`src/rtl/line_position_counter.sv`:
```
// Horizontal position counter for the colour-band generator.
// Ports:
//   i_clk, i_rst_n - pixel clock, asynchronous active-low reset
//   i_pix_stb      - pixel enable; i_line and i_de are only looked at when high
//   i_line         - start-of-line strobe, returns the position to 0
//   i_de           - active video, advances the position by one
//   o_x            - registered position, saturates at H_RES-1
module line_position_counter #(
    parameter int H_RES = 640
) (
    input  logic               i_clk,
    input  logic               i_rst_n,
    input  logic               i_pix_stb,
    input  logic               i_line,
    input  logic               i_de,
    output logic signed [15:0] o_x
);

    localparam logic signed [15:0] X_MAX = 16'(H_RES - 1);

    logic signed [15:0] x_q;
    logic signed [15:0] x_d;

    // Increment that sticks at the last active pixel so an overlong line
    // never runs the band generator off the right edge.
    function automatic logic signed [15:0] sat_inc(input logic signed [15:0] x);
        if (x >= X_MAX) begin
            return X_MAX;
        end
        return x + 16'sd1;
    endfunction

    always_comb begin
        x_d = x_q;
        if (i_pix_stb) begin
            // Start of line wins over data enable in the same strobe.
            if (i_line) begin
                x_d = 16'sd0;
            end else if (i_de) begin
                x_d = sat_inc(x_q);
            end
        end
    end

    always_ff @(posedge i_clk or negedge i_rst_n) begin
        if (!i_rst_n) begin
            x_q <= 16'sd0;
        end else begin
            x_q <= x_d;
        end
    end

    assign o_x = x_q;

endmodule

```
`config.mk`:
```
export PLATFORM = sky130hd
export DESIGN_NAME = line_position_counter
export DESIGN_NICKNAME = d
export VERILOG_FILES = /design/src/rtl/line_position_counter.sv
export SDC_FILE = /design/constraint.sdc
export NUM_CORES = 1
export LEC_CHECK = 0
export ABC_AREA = 1
export ABC_CLOCK_PERIOD_IN_PS = 1640
export CELL_PAD_IN_SITES_DETAIL_PLACEMENT = 0
export CELL_PAD_IN_SITES_GLOBAL_PLACEMENT = 1
export CORE_ASPECT_RATIO = 1.75
export CORE_MARGIN = 10
export CORE_UTILIZATION = 35
export DETAILED_ROUTE_END_ITERATION = 8
export GPL_TIMING_DRIVEN = 0
export PLACE_DENSITY = 0.79
export SYNTH_ARGS = -nofsm -noshare
export SYNTH_HDL_FRONTEND = slang
export SYNTH_SLANG_ARGS = --single-unit
```
`constraint.sdc`:
```
create_clock -name i_clk -period 1.64 [get_ports i_clk]
set_input_delay 0.246 -clock i_clk [delete_from_list [all_inputs] [get_ports i_clk]]
set_output_delay 0.246 -clock i_clk [all_outputs]
set_load 0.01 [all_outputs]
```
# == Yosys cells after proc, flatten, opt, wreduce, memory -nomap -nowiden ==
# Index checks and enable logic that the tools add are counted.
# classes
n_reduce_logical,2
muxes,8
n_lt_le_gt_ge,1
add_sub_neg,1
# op_table
cell,n
$mux 16,4
$add 16x2->16 const B,1
$ge 16x11->1 const B,1
$mux 1,4
$reduce_and 2->1,1
$reduce_bool 2->1,1
# word_totals
word_cells,13
inputBits,5
out_inout_bits,16
reg_bits,16

# == Logic depth before layout (Yosys ltp) ==
# Gate-level depths: netlist of the first run.
# depth
depth_word,8
mapped_depth,12
depth_no_buf,11

# == Worst setup path before layout of the first run ==
# OpenSTA, ideal clock, no wires.
# synth_timing
path_kind,register -> register
startpoint,"register x_q[0], in the netlist o_x[0]"
endpoint,"register x_q[2], in the netlist o_x[2]"
synth_period_minus_slack_ps,1464
path_buffers,1
setup_slack_ps,176
setup_time_ps,116
required_time_ps,1524
stages_incl_launch_ff,13
t_arrival_ps,1347
path_cell_list,dfrtp_1 ha_1 inv_1 nor2_2 nand2_2 nand2_1 nand2_1 nand2_1 nand2_2 buf_6 nand2_1 nand2_1 nand2_1
# synth_via
elab_chain_len,8
word_cells_on_any_way,9
cone_classes,1 x add/sub; 1 x order compare; 7 x mux
# synth_lines
item,line_no,text
"start, declared",21,logic signed [15:0] x_q;
"start signal, assigned",47,x_q <= 16'sd0;
"start signal, assigned",49,x_q <= x_d;
$ge 16x11->1,27,if (x >= X_MAX) begin
$mux 1,27,
$mux 1,39,end else if (i_de) begin
$mux 1,37,if (i_line) begin
$mux 1,35,if (i_pix_stb) begin
$mux 16 *,30,return x + 16'sd1;
$mux 16 *,39,
$mux 16 *,37,
# Every way passes the cells marked *; elsewhere a longest branch is shown, timed or not. The select of a mux whose other input is x is not followed.
# A chain may end at the register's enable or synchronous reset.

# == Worst setup path in the final report of the first run ==
# layout_timing
startpoint,"register x_q[2], in the netlist o_x[2]"
endpoint,output o_x[2]
# layout_lines
item,line_no,text
"end, declared",16,output logic signed [15:0] o_x
# No word-level cell between the ends.

==> results of run 1 <==
report_power, final:
group          switching [mW]  total, mW  internal, mW
combinational          0.0734      0.144        0.0707
sequential             0.0233      0.434         0.410
clock                   0.142      0.355         0.213
total                   0.239      0.933         0.694
area by class of cell:
class	count	area [µm²]	share of cell area (%)
clock buffers	4	55.05	3.946
multi-input cells	120	599.3	42.96
plain buffers	2	20.02	1.435
inverters	20	75.07	5.381
flip-flops and latches	16	402.9	28.88
well taps	28	35.03	2.511
repair buffers	21	207.7	14.89
kinds of logic after synthesis:
group	count (synthesis)
and+or+nand+nor	94
buffers and inverters	22
AOI/OAI and AO/OA	19
DFF	16
xor gates and xnor gates	6
adders and majority gates	1
how the worst min path moves through the flow:
| stage | start | endpoint | slack, ns | cells past startpoint |
|---|---|---|---|---|
| 6_report | i_rst_n | o_x[10] | 0.44 | 1 |
| 5_1_grt | i_rst_n | o_x[10] | 0.49 | 1 |
| 3_5_place_dp | o_x[1] | o_x[1] | 0.53 | 2 |
| 4_1_cts | i_rst_n | o_x[10] | 0.48 | 1 |
| 2_1_floorplan | i_rst_n | o_x[0] | -0.05 | 0 |
| 3_3_place_gp | o_x[15] | o_x[15] | 0.51 | 2 |
per-stage QoR:
stage	TNS, ns	std cells	hold slack (ns)
final	0	211	0.4427
after global routing	0	211	0.4922
after floorplan	0	158	-0.04959
after detailed placement	-1.781	206	0.5278
after global placement	-2.114	206	0.5051
after CTS	0	210	0.4839
routing by layer:
layer | up-vias | GRT usage (%)
met4 | 0 | 2.996
met3 | 2 | 2.981
li1 | 528 | -
met2 | 14 | 18.74
met5 | - | 0
met1 | 466 | 10.82
cell usage after synthesis:
cell,number
sky130_fd_sc_hd__nand2_1,59
sky130_fd_sc_hd__inv_1,18
sky130_fd_sc_hd__dfrtp_1,16
sky130_fd_sc_hd__nor2_1,13
sky130_fd_sc_hd__nand2_2,11
sky130_fd_sc_hd__o21ai_0,6
sky130_fd_sc_hd__o21ai_1,6
sky130_fd_sc_hd__a21oi_2,4
sky130_fd_sc_hd__nand3_1,4
sky130_fd_sc_hd__nor2_2,4
sky130_fd_sc_hd__xnor2_1,3
sky130_fd_sc_hd__xor2_1,3
sky130_fd_sc_hd__a21oi_1,2
sky130_fd_sc_hd__inv_2,2
sky130_fd_sc_hd__buf_6,1
sky130_fd_sc_hd__clkbuf_1,1
sky130_fd_sc_hd__ha_1,1
sky130_fd_sc_hd__nor3_1,1
sky130_fd_sc_hd__nor3_2,1
sky130_fd_sc_hd__o21bai_1,1
sky130_fd_sc_hd__or2_0,1
what timing repair did:
action	4_1_cts	5_1_grt
buffers inserted	0	1
hold endpoints to repair	0	0
gates resized for setup	0	8
setup endpoints to repair	0	15
==> impl.org, run 1 <==
** Setup path
- For this run, the slowest stage of the critical path takes 0.58 ns.
- At the worst endpoint, the arrival time is 1.29 ns.
- Dominant delay contributor by cell family on the critical path :: buffers and inverters
- Crit end category :: output port
- Crit path to :: o_x[2]
- Critical path fanouts, max :: 6
- Slack of the worst reg-to-reg path :: 0.15 ns
- Data on the critical path is required at its endpoint by 1.39 ns.
- The worst setup path is launched from a flip-flop.
- The worst setup path is of the flip-flop to output port kind.
- Count of cell instances traversed by the critical path :: 1
- Worst r2r src :: o_x[0]
- The most critical setup path has its startpoint at o_x[2].
- In this run the critical register-to-register path is captured at o_x[2].
- Counting both buffers and inverters, the worst setup path holds a total of 1.
- Depth of the most critical reg-to-reg path :: 12
- Library cell contributing the largest single delay on the critical path :: sky130_fd_sc_hd__clkdlybuf4s50_1
- Cells traversed along the worst timing path :: clkdlybuf4s50_1

** GRT
- Initial antenna violation count :: 0
- Global-route total usage across every layer :: 10.34%
- Global routing finished with a remaining overflow of 0.
- Number of global-route vias before repair :: 1047
- Maximum number of pins on one net before global-route repair :: 17
- Wire length of the first global-routing pass :: 4698 µm

** Cells and area
- The finished cells cover 0.001395 mm².
- Total number of nets in the final design :: 190
- Area growth from synthesis to final layout :: 29.95%
- Max FFs per register :: 16
- ANT cells :: 0
- Cells fill 47.65% of the core in the end.
- The library cell used most frequently in the layout, excluding fill and tap cells, is sky130_fd_sc_hd__nand2_1.
- Number of fill cells :: 327
- Fraction of final layout cells sized beyond drive strength 1 :: 18.03%
- Commonest non-fill, non-tap cells in the layout :: 59 x sky130_fd_sc_hd__nand2_1, 20 x sky130_fd_sc_hd__clkdlybuf4s50_1, 18 x sky130_fd_sc_hd__inv_1, 14 x sky130_fd_sc_hd__dfrtp_1, 13 x sky130_fd_sc_hd__nor2_1

** Route
- DRT met1 WL :: 1084 µm
- After the first detailed-routing iteration, the DRC count stood at 22.
- After detailed routing, the total wire length is 2715 µm.
- Using the TritonRoute via totals, the vias-per-cell ratio works out to 4.787.
- In this run the remaining antenna-violating nets after routing total 0.
- Routed vias :: 1010
- Dividing the detail-routed wire length by the instance count gives 12.87 µm.
- Drt first pass iters :: 4
- Detailed routing placed a total of 1474 µm of wire on met2.
- Summed over all nets, wire length on met3 after detailed routing comes to 138 µm.
- After detailed routing, the number of remaining DRC violations is 0.
- The detailed router used layers up to and including met4.

** Placement
- RD Place Congestion :: 0.8842
- Timing analysis after detailed placement gives a worst setup slack of -0.2114 ns.
- Detailed placement ended at an HPWL of 2105 µm.
- The placed instances occupy a cell area of 0.001309 mm².
- During placement, the flow inserted port buffers numbering 20.

** Clocking
- After clock tree synthesis, the clock-pin slew on the worst setup and hold paths is 0.07 ns.
- TritonCTS built the clock tree.
- The root buffer cell chosen for the clock tree is sky130_fd_sc_hd__clkbuf_8.
- Clock latency at the later pin of the worst-skew pair :: 0.25 ns
- Sinks on Clock Net :: 16
- CTS built an H-tree with a depth of 1.
- The clock passes through at most 2 buffers.
- Clock tree synthesis inserted a total of 3 buffers.
- Buffers inserted to repair hold after CTS numbered 0.

** Synthesis
- The largest total area in the synthesized netlist belongs to sky130_fd_sc_hd__dfrtp_1.
- Mapped Cells :: 158
- Counting flops and latches in the post-synthesis netlist gives 16.
- After synthesis, the netlist uses 21 different library cells.
- Ranked by total cell area, the synthesized netlist is headed by sky130_fd_sc_hd__dfrtp_1 37%, sky130_fd_sc_hd__nand2_1 21%, sky130_fd_sc_hd__nand2_2 6.4%.
- The top cell type by area accounts for 37.30% of the synthesized area.
- For this run, the number of Yosys warnings is 0.
- After Yosys synthesis, XOR and XNOR cells account for 4.895% of the synthesized area.
- Post-Synth Simple-Gate Area :: 37.76%
- By area, the combinational part of the netlist is dominated by simple AND/OR/NAND/NOR gates.
- Register area share after synthesis :: 37.30%
- A synthesized cell averages 6.794 µm².
- Net Count, Synth :: 164
- Compound-cell area share of the yosys netlist :: 10.49%
- Measured against the total synthesized area, the mux share comes to 0%.
- Of the total synthesized cell area, the portion taken by full adders, half adders and majority gates is 1.166%.
- Post-synthesis cell area :: 0.001074 mm²

** Power and ir drop
- The completed layout was analyzed and its total power is 933.1 µW.
- Leakage power of the design :: 0.6111 nW
- Power density over the cells :: 668.8 mW/mm²
- Worst vdd rail ir drop :: 0.3736 mV

** Floorplanning
- The total area inside the core boundary comes to 0.002928 mm².
- Row generation in the floorplan step produced 26 rows.
- The initial utilization of the core area, before any placement, comes to 36.67%.
- During I/O placement, the number of pins put on the boundary was 21.
- The die is 61.87 µm wide.
- Y dimension of the die :: 93.27 µm
- Die footprint :: 0.005770 mm²

** Timing
- Minimum period implied by the final worst setup slack :: 1.531 ns
- Endpoints failing hold :: 0
- For the final database, setup skew stands at 0.001836 ns.
- In this run the tightest slew margin relative to its limit is 48.94%.
- In the post-route analysis, the smallest setup slack over all paths is 0.1088 ns.
- Timing-limited maximum frequency :: 653.1 MHz
- Final setup viols :: 0
- Count of pins over their slew limit :: 0
- In the finished design, the share of the clock period the worst path needs comes to 93.37%.
- For the pin with the worst max-slew slack, the measured transition is 0.7635 ns.
- Unrepaired setup endpoints after global routing :: false

** Flow run
- Max cap viols :: 0

** Hold path
- The worst hold path belongs to the class input port to async pin.

** Run status
- Outcome :: completed
Note: power is estimated with default switching activity, not from simulation.
==> inputs of run 2 (changes only) <==
--- a/config.mk
+++ b/config.mk
@@ -6,15 +6,15 @@
 export NUM_CORES = 1
 export LEC_CHECK = 0
 export ABC_AREA = 1
-export ABC_CLOCK_PERIOD_IN_PS = 1640
+export ABC_CLOCK_PERIOD_IN_PS = 1200
 export CELL_PAD_IN_SITES_DETAIL_PLACEMENT = 0
 export CELL_PAD_IN_SITES_GLOBAL_PLACEMENT = 1
 export CORE_ASPECT_RATIO = 1.75
 export CORE_MARGIN = 10
-export CORE_UTILIZATION = 35
+export CORE_UTILIZATION = 32
 export DETAILED_ROUTE_END_ITERATION = 8
 export GPL_TIMING_DRIVEN = 0
-export PLACE_DENSITY = 0.79
+export PLACE_DENSITY = 0.76
 export SYNTH_ARGS = -nofsm -noshare
 export SYNTH_HDL_FRONTEND = slang
 export SYNTH_SLANG_ARGS = --single-unit
==> constraint.sdc (replaced) <==
create_clock -name i_clk -period 1.2 [get_ports i_clk]
set_input_delay 0.18 -clock i_clk [delete_from_list [all_inputs] [get_ports i_clk]]
set_output_delay 0.18 -clock i_clk [all_outputs]
set_load 0.01 [all_outputs]
==> run 2 against run 1 <==
Against the previous run:
- routed wire length up 15%
- the run now ends with setup timing left
- global-route usage up 0.21 points
- design area is 14% higher
==> impl.org, run 2 (synthesized netlist as in run 1, its figures left out) <==
** Power and ir drop
- The power per standard cell area was 779.1 mW/mm² (was 668.8 mW/mm²).
- Leakage power of the design :: 0.8065 nW (was 0.6111 nW)
- The worst voltage drop across the vdd grid came to 0.6625 mV (was 0.3736 mV).

** GRT
- The via count of the first global-routing pass came to 1138 (was 1047).
- The number of antenna violations at the first check in global routing was 0 (unchanged).
- The wire length of the first global-routing pass was 5382 µm (was 4698 µm).
- Remaining global-route overflow :: 0 (unchanged)
- Global-route total usage across every layer :: 10.55% (was 10.34%)
- Maximum number of pins on one net before global-route repair :: 17 (unchanged)

** Timing
- The worst setup margin was -0.2583 ns (was 0.1088 ns).
- Setup skew after layout :: 0.002854 ns (was 0.001836 ns)
- Unrepaired setup endpoints after global routing: true (was false).
- Count of pins over their slew limit :: 0 (unchanged)
- The number of hold violations in the final report came to 0 (unchanged).
- The final count of negative-setup-slack endpoints was 16 (was 0).
- Max-slew headroom at the worst pin :: 48.06% (was 48.94%)
- Fin crit share :: 121.5%
- Timing-limited maximum frequency :: 685.7 MHz
- The transition time at the pin with the least slew margin came to 0.7767 ns (was 0.7635 ns).
- The worst path in the final design needs a cycle of 1.458 ns, including I/O delays and setup.

** Clocking
- The library cell used as clock root buffer is sky130_fd_sc_hd__clkbuf_8 (unchanged).
- Clock transition at path regs :: 0.07 ns (about the same)
- The TritonCTS buffer count came to 3 (unchanged).
- TritonCTS clock tree :: built (unchanged)
- The later-pin clock latency in the skew report is 0.25 ns (about the same).
- The deepest level of the CTS H-tree came to 1 (unchanged).
- The number of clock sinks came to 16 (unchanged).
- Buffers from clock root to sink, at most :: 2 (unchanged)

** Placement
- RD Place Congestion :: 0.8374 (was 0.8842)
- Port bufs :: 20 (unchanged)
- Placed inst area :: 0.001348 mm² (was 0.001309 mm²)
- The number of cells in the design after placement is 221 (was 206).
- The placed wire-length estimate was 2213 µm (was 2105 µm).

** Cells and area
- ANT cells :: 0 (unchanged)
- The proportion of layout cells with a drive suffix above 1 is 33.00% (was 18.03%).
- The count of nets after finishing came to 207 (was 190).
- Area growth from synthesis to final layout :: 48.14% (was 29.95%)
- The count of fill cells added during filler insertion came to 342 (was 327).
- Max FFs per register :: 16 (unchanged)
- Final std cell area, no fill :: 0.001590 mm² (was 0.001395 mm²)
- Commonest non-fill, non-tap cells in the layout :: 54 x sky130_fd_sc_hd__nand2_1, 17 x sky130_fd_sc_hd__inv_1, 17 x sky130_fd_sc_hd__buf_4, 13 x sky130_fd_sc_hd__nand2_2, 12 x sky130_fd_sc_hd__nor2_1 (was 59 x sky130_fd_sc_hd__nand2_1, 20 x sky130_fd_sc_hd__clkdlybuf4s50_1, 18 x sky130_fd_sc_hd__inv_1, 14 x sky130_fd_sc_hd__dfrtp_1, 13 x sky130_fd_sc_hd__nor2_1)
- The share of the core filled with cells is 50.08% (was 47.65%).
- Most common cell after layout, fill and taps aside :: sky130_fd_sc_hd__nand2_1 (unchanged)
- Filler-free cell count of the finished design :: 243 (was 211)

** Setup path
- The type of origin of the critical path is a flip-flop (unchanged).
- Delay of the slowest cell on the worst path :: 0.42 ns (was 0.58 ns)
- Data required time at the worst endpoint :: 1.35 ns (was 1.39 ns)
- Cells traversed along the worst timing path: ha_4 > inv_2 > nor2_2 > nand2_2 > nand2_1 > nand2_1 > nand2_2 > nand2_4 > buf_12 > buf_16 > nand2_4 > nand2_2 > nand2_1 (was clkdlybuf4s50_1).
- Data arrival time of the critical path :: 1.61 ns (was 1.29 ns)
- The type of element capturing the critical path is a flip-flop (was output port).
- The library cell contributing the largest single delay on the critical path is sky130_fd_sc_hd__dfrtp_2 (was sky130_fd_sc_hd__clkdlybuf4s50_1).
- The worst-path maximum fanout is 5 (was 6).
- The category of the critical setup timing path was flip-flop to flip-flop (was flip-flop to output port).
- Slack of the worst reg-to-reg path :: -0.26 ns (was 0.15 ns)

** Run status
- The checks that failed: setup timing.
- Outcome: finished with violations (was completed).

** Floorplanning
- The height of the die was 96.62 µm (was 93.27 µm).
- The number of top-level design ports came to 21 (unchanged).
- Number of core rows :: 27 (was 26)
- Die X :: 63.79 µm (was 61.87 µm)
- Placeable core region :: 0.003176 mm² (was 0.002928 mm²)
- Die footprint :: 0.006163 mm² (was 0.005770 mm²)
- The starting density of the core was 33.81% (was 36.67%).

** Hold path
- Class of the most critical hold timing path :: input port to async pin (unchanged)

** Route
- DRC :: 0 (unchanged)
- Post-route ant nets :: 0 (unchanged)
- The via density per instance was 4.630 (was 4.787).
- The detailed-route wire length per cell is 12.88 µm (was 12.87 µm).
- Routed vias :: 1125 (was 1010)
- Iteration-0 DRC Markers :: 23 (was 22)
- Total routed wirelength :: 3131 µm (was 2715 µm)
- The number of detailed-route iterations in the first pass was 4 (unchanged).

** Flow run
- The number of max-cap violations was 0 (unchanged).
## run 2: final cells by class
type | count | area, µm² | share of cell area [%]
multi-input combinational | 120 | 644.4 | 40.52
sequential | 16 | 409.1 | 25.73
timing repair buffer | 39 | 355.3 | 22.34
inverter | 20 | 77.57 | 4.878
tap | 43 | 53.80 | 3.383
clock buffer | 4 | 45.04 | 2.832
buffer | 1 | 5.005 | 0.3147
## run 2: per-stage QoR
stage | setup slack, ns | TNS (ns) | hold slack, ns | power (mW)
2_1_floorplan | -0.1761 | -1.886 | -0.1156 | 0.7079
3_3_place_gp | -0.6102 | -8.825 | 0.5026 | 0.7961
3_5_place_dp | -0.5990 | -8.441 | 0.5116 | 0.8008
4_1_cts | -0.2955 | -4.912 | 0.4182 | 1.245
5_1_grt | -0.3582 | -4.774 | 0.4239 | 1.300
6_report | -0.2583 | -3.253 | 0.3813 | 1.239
## run 2: critical path, delay by kind of cell, from the launching register on
kind                       cells  cell delay, ns
and+or+nand+nor                9            0.49
buffers and inverters          3            0.27
DFF                            1            0.42
adders and majority gates      1            0.18
## run 2: what timing repair did
item	4_1_cts	5_1_grt
endpoints found under the setup margin	32	21
hold buffers	0	0
cloned	1	0
setup buffers	14	4
pin swaps	2	6
gates resized for setup	30	21
## run 2: final timing paths
path / start / endpoint / depth (start not counted)
worst max-delay path: o_x[1] / o_x[6] / 13
worst min-delay path: i_rst_n / o_x[4] / 1
worst max register to register: o_x[1] / o_x[6] / 13
worst min register to register: o_x[15] / o_x[15] / 2
max in group asynchronous: i_rst_n / o_x[0] / 1
min in group i_clk: o_x[15] / o_x[15] / 2
## run 2: per-layer routing
layer / wire (µm) / vias to the layer above / global-route usage [%]
met5: 0 / - / 0
met4: 78 / 0 / 5.210
met3: 182 / 7 / 2.765
met2: 1702 / 29 / 18.29
met1: 1168 / 523 / 11.23
li1: - / 566 / -
## run 2: report_power, final
group	internal, mW	leakage [nW]	total, mW	switching (mW)
Clock	0.236	0.0228	0.430	0.195
Combinational	0.0981	0.574	0.220	0.122
Sequential	0.562	0.210	0.589	0.0264
Total	0.896	0.807	1.24	0.343
==> inputs of run 3 (changes only) <==
--- a/config.mk
+++ b/config.mk
@@ -6,15 +6,15 @@
 export NUM_CORES = 1
 export LEC_CHECK = 0
 export ABC_AREA = 1
-export ABC_CLOCK_PERIOD_IN_PS = 1200
+export ABC_CLOCK_PERIOD_IN_PS = 1500
 export CELL_PAD_IN_SITES_DETAIL_PLACEMENT = 0
 export CELL_PAD_IN_SITES_GLOBAL_PLACEMENT = 1
 export CORE_ASPECT_RATIO = 1.75
 export CORE_MARGIN = 10
-export CORE_UTILIZATION = 32
+export CORE_UTILIZATION = 35
 export DETAILED_ROUTE_END_ITERATION = 8
 export GPL_TIMING_DRIVEN = 0
-export PLACE_DENSITY = 0.76
+export PLACE_DENSITY = 0.79
 export SYNTH_ARGS = -nofsm -noshare
 export SYNTH_HDL_FRONTEND = slang
 export SYNTH_SLANG_ARGS = --single-unit
==> constraint.sdc (replaced) <==
create_clock -name i_clk -period 1.5 [get_ports i_clk]
set_input_delay 0.225 -clock i_clk [delete_from_list [all_inputs] [get_ports i_clk]]
set_output_delay 0.225 -clock i_clk [all_outputs]
set_load 0.01 [all_outputs]
==> run 3 against run 2 <==
Against the previous run:
- the flow now finishes without violations
- cell count is 8.6% lower
- die area is 6.4% lower
- register-to-register slack better by 0.29 ns
- global-route usage is 0.13 points lower
- worst hold slack better by 0.032 ns
- highest routed layer unchanged
==> impl.org, run 3 (synthesized netlist as in run 1, its figures left out) <==
** Timing
- Unrepaired setup endpoints after global routing: true (unchanged).
- The final count of negative-setup-slack endpoints is 0 (was 16).
- Endpoints failing hold :: 0 (unchanged)
- Count of pins over their slew limit :: 0 (unchanged)
- The top achievable clock speed is 683.1 MHz (was 685.7 MHz).
- Fin crit share :: 97.60% (was 121.5%)
- The shortest period the worst path allows is 1.464 ns (was 1.458 ns).
- Setup skew after layout :: 0.0006463 ns (was 0.002854 ns)
- The transition time at the pin with the least slew margin was 0.7417 ns (was 0.7767 ns).
- Max-slew headroom at the worst pin :: 50.40% (was 48.06%)
- Minimum hold slack :: 0.4130 ns (was 0.3813 ns)

** Route
- Met3 routed WL :: 140 µm (was 182 µm)
- The violation count after the first detailed-route iteration is 22 (was 23).
- Highest signal layer in the routed design :: met4 (unchanged)
- Average vias per placed instance :: 4.811 (was 4.630)
- Routed vias :: 1068 (was 1125)
- The number of design rule violations left after detail routing was 0 (unchanged).
- Drt first pass iters :: 4 (unchanged)
- The detailed-route wire length per cell was 13.06 µm (was 12.88 µm).
- The total length of routed wires was 2900 µm (was 3131 µm).
- WL met2 :: 1619 µm (was 1702 µm)
- Post-route ant nets :: 0 (unchanged)
- DRT met1 WL :: 1122 µm (was 1168 µm)

** Clocking
- The deepest level of the CTS H-tree came to 1 (unchanged).
- Clock latency at the later pin of the worst-skew pair :: 0.25 ns (about the same)
- The CTS tree is built (unchanged).
- The number of clock sinks is 16 (unchanged).
- The library cell used as clock root buffer is sky130_fd_sc_hd__clkbuf_8 (unchanged).
- Buffers from clock root to sink, at most :: 2 (unchanged)
- Clock buffer count from CTS :: 3 (unchanged)
- Clock transition at path regs :: 0.07 ns (about the same)
- The number of buffers inserted for hold repair after clock tree synthesis is 0 (unchanged).

** GRT
- Maximum number of pins on one net before global-route repair :: 17 (unchanged)
- Number of global-route vias before repair :: 1075 (was 1138)
- The global routing usage summed across all routing layers is 10.42% (was 10.55%).
- Remaining global-route overflow :: 0 (unchanged)
- The wire length of the first global-routing pass came to 4733 µm (was 5382 µm).
- Initial antenna violation count :: 0 (unchanged)

** Setup path
- The launch point of the worst reg-to-reg path is o_x[0] (was o_x[1]).
- Data arrival time of the critical path :: 1.61 ns (about the same)
- The reg-to-reg setup timing slack was 0.04 ns (was -0.26 ns).
- The capturing instance or port of the critical path is o_x[6] (unchanged).
- The category of the critical setup timing path is flip-flop to flip-flop (unchanged).
- Depth of the most critical reg-to-reg path :: 12 (was 13)
- RR Endpoint :: o_x[6] (unchanged)
- The type of origin of the critical path is a flip-flop (unchanged).
- Data required time at the worst endpoint :: 1.64 ns (was 1.35 ns)
- Crit end category :: flip-flop (unchanged)
- Critical path fanouts, max :: 5 (unchanged)
- First element of the critical path :: o_x[0] (was o_x[1])

** Floorplanning
- The standard cell core area was 0.002928 mm² (was 0.003176 mm²).
- Die X :: 61.87 µm (was 63.79 µm)
- Initial standard-cell utilization of the core :: 36.67% (was 33.81%)
- The overall die area came to 0.005770 mm² (was 0.006163 mm²).
- Ports placed on the boundary :: 21 (unchanged)
- Number of core rows :: 26 (was 27)
- The height of the die was 93.27 µm (was 96.62 µm).

** Cells and area
- ANT cells :: 0 (unchanged)
- Total number of nets in the final design :: 201 (was 207)
- The number of flip-flops under the largest register name came to 16 (unchanged).
- Post-layout utilization of the core :: 53.97% (was 50.08%)
- The most frequent standard cell in the layout excluding fill and tap cells is sky130_fd_sc_hd__nand2_1 (unchanged).
- Commonest non-fill, non-tap cells in the layout: 50 x sky130_fd_sc_hd__nand2_1, 17 x sky130_fd_sc_hd__inv_1, 15 x sky130_fd_sc_hd__nand2_2, 15 x sky130_fd_sc_hd__clkdlybuf4s50_1, 11 x sky130_fd_sc_hd__nor2_1 (was 54 x sky130_fd_sc_hd__nand2_1, 17 x sky130_fd_sc_hd__inv_1, 17 x sky130_fd_sc_hd__buf_4, 13 x sky130_fd_sc_hd__nand2_2, 12 x sky130_fd_sc_hd__nor2_1).
- Filler-free cell count of the finished design :: 222 (was 243)
- The relative area change from synthesis to final layout was 47.20% (was 48.14%).
- The proportion of layout cells with a drive suffix above 1 was 31.44% (was 33.00%).

** Placement
- RD Place Congestion :: 0.8842 (was 0.8374)
- The number of cells in the design after placement is 206 (was 221).
- The quantity of I/O buffers inserted on ports came to 20 (unchanged).
- Placed wire-length estimate after detailed placement :: 2105 µm (was 2213 µm)

** Run status
- Outcome :: completed (was finished with violations)

** Hold path
- The class of the tightest hold or removal check was input port to async pin (unchanged).

** Power and ir drop
- The leakage dissipation came to 0.7766 nW (was 0.8065 nW).
- Power consumption :: 1.056 mW (was 1.239 mW)
- Worst vdd rail ir drop :: 0.4428 mV (was 0.6625 mV)
- The power per standard cell area was 668.1 mW/mm² (was 779.1 mW/mm²).

** Flow run
- The number of max-cap violations was 0 (unchanged).
-- run 3: worst max-delay path: stages (launching register included) --
cell and delay (ns):
sky130_fd_sc_hd__dfrtp_1 0.42, sky130_fd_sc_hd__ha_4 0.19, sky130_fd_sc_hd__inv_2 0.05, sky130_fd_sc_hd__nor2_2 0.03, sky130_fd_sc_hd__nand2_2 0.07, sky130_fd_sc_hd__nand2_1 0.05
sky130_fd_sc_hd__nand2_1 0.07, sky130_fd_sc_hd__nand2_2 0.07, sky130_fd_sc_hd__nand2_4 0.12, sky130_fd_sc_hd__clkbuf_16 0.16, sky130_fd_sc_hd__nand2_2 0.04, sky130_fd_sc_hd__nand2_1 0.05
sky130_fd_sc_hd__nand2_1 0.04
-- run 3: layout make-up --
cell class | instances | area, µm²
clock buffer | 4 | 55.05
timing repair buffer | 32 | 324.1
fill | 296 | 1348
tap | 28 | 35.03
multi-input combinational | 120 | 661.9
inverter | 20 | 75.07
sequential | 16 | 409.1
buffer | 2 | 20.02
-- run 3: what timing repair did --
action / 4_1_cts / 5_1_grt
gates resized for setup: 8 / 31
setup endpoints to repair: 18 / 24
pin swaps: 1 / 6
gates cloned: 0 / 1
setup buffers: 2 / 9
-- run 3: power breakdown --
part / total (mW) / internal (mW) / switching [mW]
registers: 0.470 / 0.448 / 0.0226
clock network: 0.388 / 0.233 / 0.156
logic: 0.197 / 0.101 / 0.0956
-- run 3: worst min path at each step --
stage / to / slack (ns) / cells past startpoint
finish: o_x[10] / 0.41 / 1
global placement: o_x[15] / 0.51 / 2
global route: o_x[10] / 0.47 / 1
floorplan: o_x[0] / -0.07 / 0
detailed placement: o_x[1] / 0.53 / 2
CTS: o_x[10] / 0.46 / 1
-- run 3: stage by stage --
step                      setup TNS (ns)  setup slack (ns)  instance area (µm²)
final                                  0           0.03607                 1580
after global routing             -0.4216          -0.05398                 1580
after CTS                              0          0.001099                 1394
after detailed placement          -3.563           -0.3304                 1309
after global placement            -3.855           -0.3383                 1309
after floorplan                        0           0.03626                 1074
-- run 3: layer usage --
metal	vias up	global-route usage (%)
li1	551	-
met1	495	10.74
met2	20	19.09
met3	2	2.981
met4	0	2.996
met5	-	0
